$ cat config.mk
export PLATFORM = sky130hd
export DESIGN_NAME = pipe_stage_reg_flat
export DESIGN_NICKNAME = d
export VERILOG_FILES = /design/src/rtl/pipe_stage_reg_if.sv /design/src/rtl/pipe_stage_reg.sv /design/src/flat_wrapper.sv
export SDC_FILE = /design/constraint.sdc
export NUM_CORES = 1
export LEC_CHECK = 0
export CAP_MARGIN = 20
export CORE_MARGIN = 4
export CORE_UTILIZATION = 52
export DETAILED_ROUTE_END_ITERATION = 10
export GPL_TIMING_DRIVEN = 0
export PLACE_DENSITY_LB_ADDON = 0.05
export SYNTH_ARGS = -nofsm -noshare
export SYNTH_HDL_FRONTEND = slang
export SYNTH_SLANG_ARGS = --single-unit
$ cat constraint.sdc
create_clock -name clk -period 5.54 [get_ports clk]
set_input_delay 0.831 -clock clk [delete_from_list [all_inputs] [get_ports clk]]
set_output_delay 0.831 -clock clk [all_outputs]
set_load 0.01 [all_outputs]
$ cat src/rtl/pipe_stage_reg_if.sv
// Valid/ready handshake bundle carrying a control field and a data field between two pipeline stages.
// The master drives valid/ctrl/data and the slave returns ready.
interface pipe_stage_reg_if #(
  parameter int CTRL_W = 8,
  parameter int DATA_W = 101
);
  logic              valid;
  logic              ready;
  logic [CTRL_W-1:0] ctrl;
  logic [DATA_W-1:0] data;

  modport master (output valid, output ctrl, output data, input ready);
  modport slave  (input valid, input ctrl, input data, output ready);
endinterface

$ cat src/rtl/pipe_stage_reg.sv
// Inter-stage pipeline register with a 2-entry skid buffer, registered in_ready, flush and bubble ctrl gating.
// Optional saturating stall/bubble counters are enabled by defining PIPE_STAGE_REG_PERF_EN.
module pipe_stage_reg #(
  parameter int CTRL_W = 8,
  parameter int DATA_W = 101,
  parameter int CNT_W  = 32
) (
  input  logic              clk,
  input  logic              rst,
  input  logic              flush,
  pipe_stage_reg_if.slave   up,
  pipe_stage_reg_if.master  dn,
  output logic [CNT_W-1:0]  stall_cnt,
  output logic [CNT_W-1:0]  bubble_cnt
);

  // Bit 1 is main_v and bit 0 is skid_v, so the outputs read straight off the state.
  typedef enum logic [1:0] {
    EMPTY = 2'b00,
    ONE   = 2'b10,
    TWO   = 2'b11
  } state_t;

  state_t            state_q;
  logic              in_rdy_q;
  logic [CTRL_W-1:0] main_ctrl;
  logic [DATA_W-1:0] main_data;
  logic [CTRL_W-1:0] skid_ctrl;
  logic [DATA_W-1:0] skid_data;

  logic main_v;
  logic in_fire;
  logic out_fire;

  assign main_v   = state_q[1];
  assign in_fire  = up.valid & in_rdy_q;
  assign out_fire = main_v & dn.ready;

  assign up.ready = in_rdy_q;
  assign dn.valid = main_v;
  assign dn.ctrl  = main_ctrl;
  assign dn.data  = main_data;

  always_ff @(posedge clk or negedge rst) begin
    if (!rst) begin
      state_q   <= EMPTY;
      in_rdy_q  <= 1'b1;
      main_ctrl <= '0;
      main_data <= '0;
      skid_ctrl <= '0;
      skid_data <= '0;
    end else if (flush) begin
      state_q   <= EMPTY;
      in_rdy_q  <= 1'b1;
      main_ctrl <= '0;
      skid_ctrl <= '0;
    end else begin
      case (state_q)
        EMPTY: begin
          if (in_fire) begin
            state_q   <= ONE;
            main_ctrl <= up.ctrl;
            main_data <= up.data;
          end
        end
        ONE: begin
          if (in_fire && out_fire) begin
            main_ctrl <= up.ctrl;
            main_data <= up.data;
          end else if (in_fire) begin
            // Downstream stalled: park the new entry and drop ready for next cycle.
            state_q   <= TWO;
            skid_ctrl <= up.ctrl;
            skid_data <= up.data;
            in_rdy_q  <= 1'b0;
          end else if (out_fire) begin
            state_q   <= EMPTY;
            main_ctrl <= '0;
          end
        end
        TWO: begin
          if (out_fire) begin
            state_q   <= ONE;
            main_ctrl <= skid_ctrl;
            main_data <= skid_data;
            skid_ctrl <= '0;
            in_rdy_q  <= 1'b1;
          end
        end
        default: begin
          state_q   <= EMPTY;
          in_rdy_q  <= 1'b1;
          main_ctrl <= '0;
          skid_ctrl <= '0;
        end
      endcase
    end
  end

`ifdef PIPE_STAGE_REG_PERF_EN
  function automatic logic [CNT_W-1:0] sat_inc(input logic [CNT_W-1:0] v);
    return (&v) ? v : v + CNT_W'(1);
  endfunction

  logic [CNT_W-1:0] stall_q;
  logic [CNT_W-1:0] bubble_q;

  // Counters survive flush; only reset clears them.
  always_ff @(posedge clk or negedge rst) begin
    if (!rst) begin
      stall_q  <= '0;
      bubble_q <= '0;
    end else begin
      if (main_v && !dn.ready) stall_q  <= sat_inc(stall_q);
      if (!main_v && dn.ready) bubble_q <= sat_inc(bubble_q);
    end
  end

  assign stall_cnt  = stall_q;
  assign bubble_cnt = bubble_q;
`else
  assign stall_cnt  = '0;
  assign bubble_cnt = '0;
`endif

endmodule

$ cat src/flat_wrapper.sv
// flat-port wrapper written by rule: the top's interface ports become plain ports
module pipe_stage_reg_flat 
#(
  parameter int CTRL_W = 8,
  parameter int DATA_W = 101,
  parameter int CNT_W  = 32
)
  (clk, rst, flush, stall_cnt, bubble_cnt, up_valid, up_ctrl, up_data, up_ready, dn_valid, dn_ctrl, dn_data, dn_ready);
  pipe_stage_reg_if #(.CTRL_W(CTRL_W), .DATA_W(DATA_W)) up_i ();
  pipe_stage_reg_if #(.CTRL_W(CTRL_W), .DATA_W(DATA_W)) dn_i ();
  input  logic clk;
  input  logic rst;
  input  logic flush;
  output logic [CNT_W-1:0] stall_cnt;
  output logic [CNT_W-1:0] bubble_cnt;
  input wire logic [$bits(up_i.valid)-1:0] up_valid;
  input wire logic [$bits(up_i.ctrl)-1:0] up_ctrl;
  input wire logic [$bits(up_i.data)-1:0] up_data;
  output wire logic [$bits(up_i.ready)-1:0] up_ready;
  output wire logic [$bits(dn_i.valid)-1:0] dn_valid;
  output wire logic [$bits(dn_i.ctrl)-1:0] dn_ctrl;
  output wire logic [$bits(dn_i.data)-1:0] dn_data;
  input wire logic [$bits(dn_i.ready)-1:0] dn_ready;
  assign up_i.valid = up_valid;
  assign up_i.ctrl = up_ctrl;
  assign up_i.data = up_data;
  assign up_ready = up_i.ready;
  assign dn_valid = dn_i.valid;
  assign dn_ctrl = dn_i.ctrl;
  assign dn_data = dn_i.data;
  assign dn_i.ready = dn_ready;
  pipe_stage_reg #(.CTRL_W(CTRL_W), .DATA_W(DATA_W), .CNT_W(CNT_W)) u_core (.clk(clk), .rst(rst), .flush(flush), .up(up_i), .dn(dn_i), .stall_cnt(stall_cnt), .bubble_cnt(bubble_cnt));
endmodule
# [Yosys cells after proc, flatten, opt, wreduce, memory -nomap -nowiden]
# Index checks and enable logic that the tools add are counted.
[op_classes] eq_ne=13 muxes=26 reduce_logical=8 n_bitwise=4
[op_table] op="two-way mux 101 bit" count=3
[op_table] op="one-hot mux 101 bit (3 select lines)" count=1
[op_table] op="two-way mux 8 bit" count=8
[op_table] op="one-hot mux 8 bit (3 select lines)" count=2
[op_table] op="AND reduction 4 bit" count=4
[op_table] op="two-way mux 2 bit" count=6
[op_table] op="!= test 3 x 2 -> 1 bit (second input constant)" count=3
[op_table] op="!= test 4 x 2 -> 1 bit (second input constant)" count=2
[op_table] op="!= test 2 x 1 -> 1 bit (second input constant)" count=3
[op_table] op="one-hot mux 2 bit (3 select lines)" count=1
[op_table] op="AND reduction 5 bit" count=1
[op_table] op="== test 2 bit (second input constant)" count=2
[op_table] op="two-way mux 1 bit" count=4
[op_table] op="!= test 4 bit (second input constant)" count=1
[op_table] op="!= test 3 bit (second input constant)" count=1
[op_table] op="one-hot mux 1 bit (3 select lines)" count=1
[op_table] op="nonzero test 3 bit" count=1
[op_table] op="AND 1 bit" count=2
[op_table] op="logical NOT 2 bit" count=1
[op_table] op="!= test 2 bit (second input constant)" count=1
[op_table] op="inverter 1 bit" count=2
[op_table] op="logical AND 1 bit" count=1
[totals] elab_cells=57 in_bits=114 register_bits=221

# [Depth between registers and ports, before layout]
[logic_depth] depth_word=6 mapped_depth=8

# [Least setup slack after synthesis]
# OpenSTA, ideal clock, no wires.
[synth_path] kind="input port to flip-flop" from="input port flush" to="register u_core.skid_data[20]" path_buffers=3 t_arrival_ns=1.955 cell_stages=5 path_slack_ns=3.457 path_cell_list="buf_2 > nor4_4 > buf_4 > buf_6 > mux2_1"
[synth_via] elab_chain_cells=2
[synth_lines] element="from (decl)" line_no="flat_wrapper.sv:13" source="input logic flush;"
[synth_lines] element="inverter 1 bit (no source line)"
[synth_lines] element="AND reduction 4 bit (no source line)"
[synth_lines] element="to (signal assigned)" line_no="pipe_stage_reg.sv:74" source="skid_data <= up.data;"
[synth_lines] element="to (decl)" line_no="pipe_stage_reg.sv:29" source="logic [DATA_W-1:0] skid_data;"
# No other way between the ends.
# A chain may end at the register's enable or synchronous reset.

# [Worst setup path in the final report]
[layout_path] from="register u_core.in_rdy_q, in the netlist u_core.up.ready" to="output port up_ready"
[layout_rtl] element="from (decl)" line_no="pipe_stage_reg.sv:25" source="logic in_rdy_q;"
[layout_rtl] element="from (signal assigned)" line_no="pipe_stage_reg.sv:47" source="in_rdy_q <= 1'b1;"
[layout_rtl] element="from (signal assigned)" line_no="pipe_stage_reg.sv:54" source="in_rdy_q <= 1'b1;"
[layout_rtl] element="from (signal assigned)" line_no="pipe_stage_reg.sv:75" source="in_rdy_q <= 1'b0;"
[layout_rtl] element="to (decl)" line_no="flat_wrapper.sv:19" source="output wire logic [$bits(up_i.ready)-1:0] up_ready;"
# No word-level cell between the ends.

==> summary.md <==
| Metric | Value |
|---|---|
| Final core utilization | 71.4% |
| Setup repair bufs after CTS | 0 |
| R2R cell count | 6 |
| Switching Fraction | 28.9% |
| Worst hold slack | 377 ps |
| # setup viols final | 0 |
| Routed wire length | 21.9 mm |
| Comb pwr share | 35.8% |
| RSZ-0062 raised after global routing | no |
| Placed Area | 0.0131 mm2 |
| Final Cycle Share | 45.2% |
| Max incr delay on CP | 600 ps |
| PostCTS Resize Cnt | 0 |
| TritonCTS clock tree | done |
| Layout area overhead | 35.1% |
| Worst slew margin | between 40% and 50% |
| Port bufs | around 220 |
| Wire per inst | 16.9 um |
| Async S/R FF share, synth | 100% |
| Slew Limit Fails | 0 |
| Starting Density | 52.8% |
| Post-synth EDFFs | 0 |
| Commonest non-fill, non-tap cells in the layout | clkdlybuf4s50_1, dfrtp_1, mux2_1 |
| Placed cells | approximately 1,300 |
| Antenna Nets Post-Route | 0 |
| Clk root buf | clkbuf_16 |
| Power per cell area | 487 mW/mm2 |
| Startpoint types | flip-flop |
| Cell Count, Final, Fillers Out | 1,295 |
| Inserted Diodes | 0 |
| Number of remaining DRC errors | 0 |
| Htree depth | 1 |
| Cts hold-fix bufs | 0 |
| Synth warn | 0 |
| CP Buf/Inv Count | 1 |
| Worst min-delay path class | input port to async pin |
| Initial antenna violation count | 0 |
| Core footprint | 0.0194 mm2 |
| Slowest CP cell | clkdlybuf4s50_1 |
| Vias in the first global route | between 6,000 and 7,000 |
| All-Layer GR Usage | 19.6% |
| Most common cell after layout, fill and taps aside | clkdlybuf4s50_1 |
| Status | finished, final reports clean |
| Largest net degree at the start of global routing | 115 |
| Worst Clk Skew | 14.2 ps |
| Clock latency at the later pin of the worst-skew pair | 500 ps |
| Actual slew at the worst max-slew pin | 819 ps |
| MaxCap Viol Count | 0 |
| Lkg Pwr | just over 6 nW |
| Peak VDD IR | ~0.35 mV |
| Number of CTS-inserted buffers | 24 |
| Post-synthesis register bit count | 221 |
| CTS sink cnt | 221 |
| WS Path Type | flip-flop to primary output |
| Seq/Total Area, Yosys | 54.0% |
| Yosys cell types | 32 |
| Reg clk slew, reported paths | about 60 ps |
| Routability cong. | 0.747 |
| Syn Inst Count | 703 |
| Primary FF master, synth | dfrtp_1 |
| First-pass GRT wire length | 35.2 mm |
| Crit path max fanout | 6 |
| Power Total | 6.74 mW |
| Internal | around 4.8 mW |
| Req. time, crit path | 4710 ps |
| Via count | between 6,000 and 7,000 |
| F_max | 399 MHz |
| Chip width | 148 um |
| Gr ovfl total | 0 |
| Clk buf depth | 3 |
| # IOs | 289 |
| Final Critical Period | 2500 ps |
| Reg2reg start | u_core.state_q[1] |
| Kind of cell adding the most delay to the critical path | buffers and inverters |
| Die area | between 0.02 and 0.025 mm2 |
| Std cell rows | 51 |
| Post-route cell area | 0.0138 mm2 |
| Clock Power Share | between 20% and 30% |
| Syn avg cell area | 14.6 um2 |
| Post-DP HPWL | 15.7 mm |
| Net switching power | 1.94 mW |
| R2r setup slk | 3130 ps |
| Final hold vios | 0 |
| CP Capture Type | primary output |
| Seq pwr share | 41.4% |
| Layout cell share with drive strength beyond 1 | between 20% and 30% |
| Worst path cell trace | clkdlybuf4s50_1 |
| NumNets Final | roughly 1,100 |
| DR iter-0 viols | 117 |
| Critical R2R Capture | u_core.dn.data[24] |
| Worst path arrival time | roughly 1700 ps |
| FILL cells | 1,430 |
| Via density | 4.89 |
| Die height | 148 um |
| Mapped Area | 0.0103 mm2 |
| 1st-pass router iterations | 5 |
-- stage by stage --
step	worst slack (ps)	setup TNS, ps
floorplan	3460	0
global placement	-5940	-1306310
detailed placement	2730	0
CTS	3020	0
global route	2930	0
finish	3040	0
-- flip-flops by register name, summed over array words and instances, names as in the netlist --
register          cells
u_core.state_q        2
u_core.skid_ctrl      8
u_core.dn.data      101
u_core.up.ready       1
u_core.skid_data    101
u_core.dn.ctrl        8
-- synth_stat cells, types with 2 or more instances --
cell	number	share of area, %
o2bb2ai_1	8	0.68
a221o_1	2	0.20
nor2_1	2	0.073
inv_1	10	0.37
nand2_1	12	0.44
mux2_2	135	15
mux2_1	168	18
a21oi_1	6	0.29
a22oi_1	8	0.59
buf_6	17	1.9
buf_2	5	0.24
o21ai_0	3	0.15
clkbuf_1	11	0.40
dfrtp_1	220	54
buf_4	67	4.9
a21boi_0	2	0.15
a21o_1	2	0.15
mux2i_1	8	0.78
ha_1	4	0.49
-- worst max-delay path by stage --
stage	startpoint	endpoint	slack, ps	cells past startpoint
final	u_core.up.ready	up_ready	3040	1
after global routing	u_core.state_q[1]	u_core.dn.data[24]	2930	6
after CTS	u_core.up.ready	up_ready	3020	1
after detailed placement	up_valid	u_core.skid_data[97]	2730	6
after global placement	rst	u_core.dn.data[6]	-5940	1
after floorplan	flush	u_core.skid_data[20]	3460	5
-- kinds of logic (layout without fill, tap and decap cells) --
family	Yosys count	after routing	share of synthesized area (%)
and+or+nand+nor	20	20	1.14
AOI/OAI and AO/OA	34	34	2.40
DFF	221	221	54.0
buffers and inverters	111	375	7.82
adders and majority gates	4	4	0.488
xor gates and xnor gates	1	1	0.0855
muxes	311	311	34.1
other	1	64	0.0366
-- cell type report --
type,count,area (um2),area share (%)
plain buffers,100,761,5.49
repair buffers,224,2260,16.4
multi-input cells,434,4150,30.0
clock inverters,5,50.0,0.361
clock buffers,35,713,5.15
flip-flops and latches,221,5530,39.9
well taps,265,332,2.39
inverters,11,41.3,0.298
-- metal layers --
metal | wire [um] | track usage (%) | up-vias | part of all wire (%)
met5 | 0 | 0 | - | 0
met2 | 10500 | 33.0 | 194 | 48
li1 | - | - | 3000 | -
met3 | 1750 | 6.31 | 27 | 8.0
met4 | 429 | 4.02 | 0 | 2.0
met1 | 9210 | 25.2 | 3112 | 42
-- power by group through the flow --
stage,sequential [mW],clock (mW),combinational [mW]
after global placement,2.79,0,2.39
after CTS,2.79,1.58,2.45
after floorplan,2.91,0,1.08
after detailed placement,2.81,0,2.44
final,2.79,1.54,2.41
after global routing,2.89,1.65,2.62
Note: power is estimated with default switching activity, not from simulation.
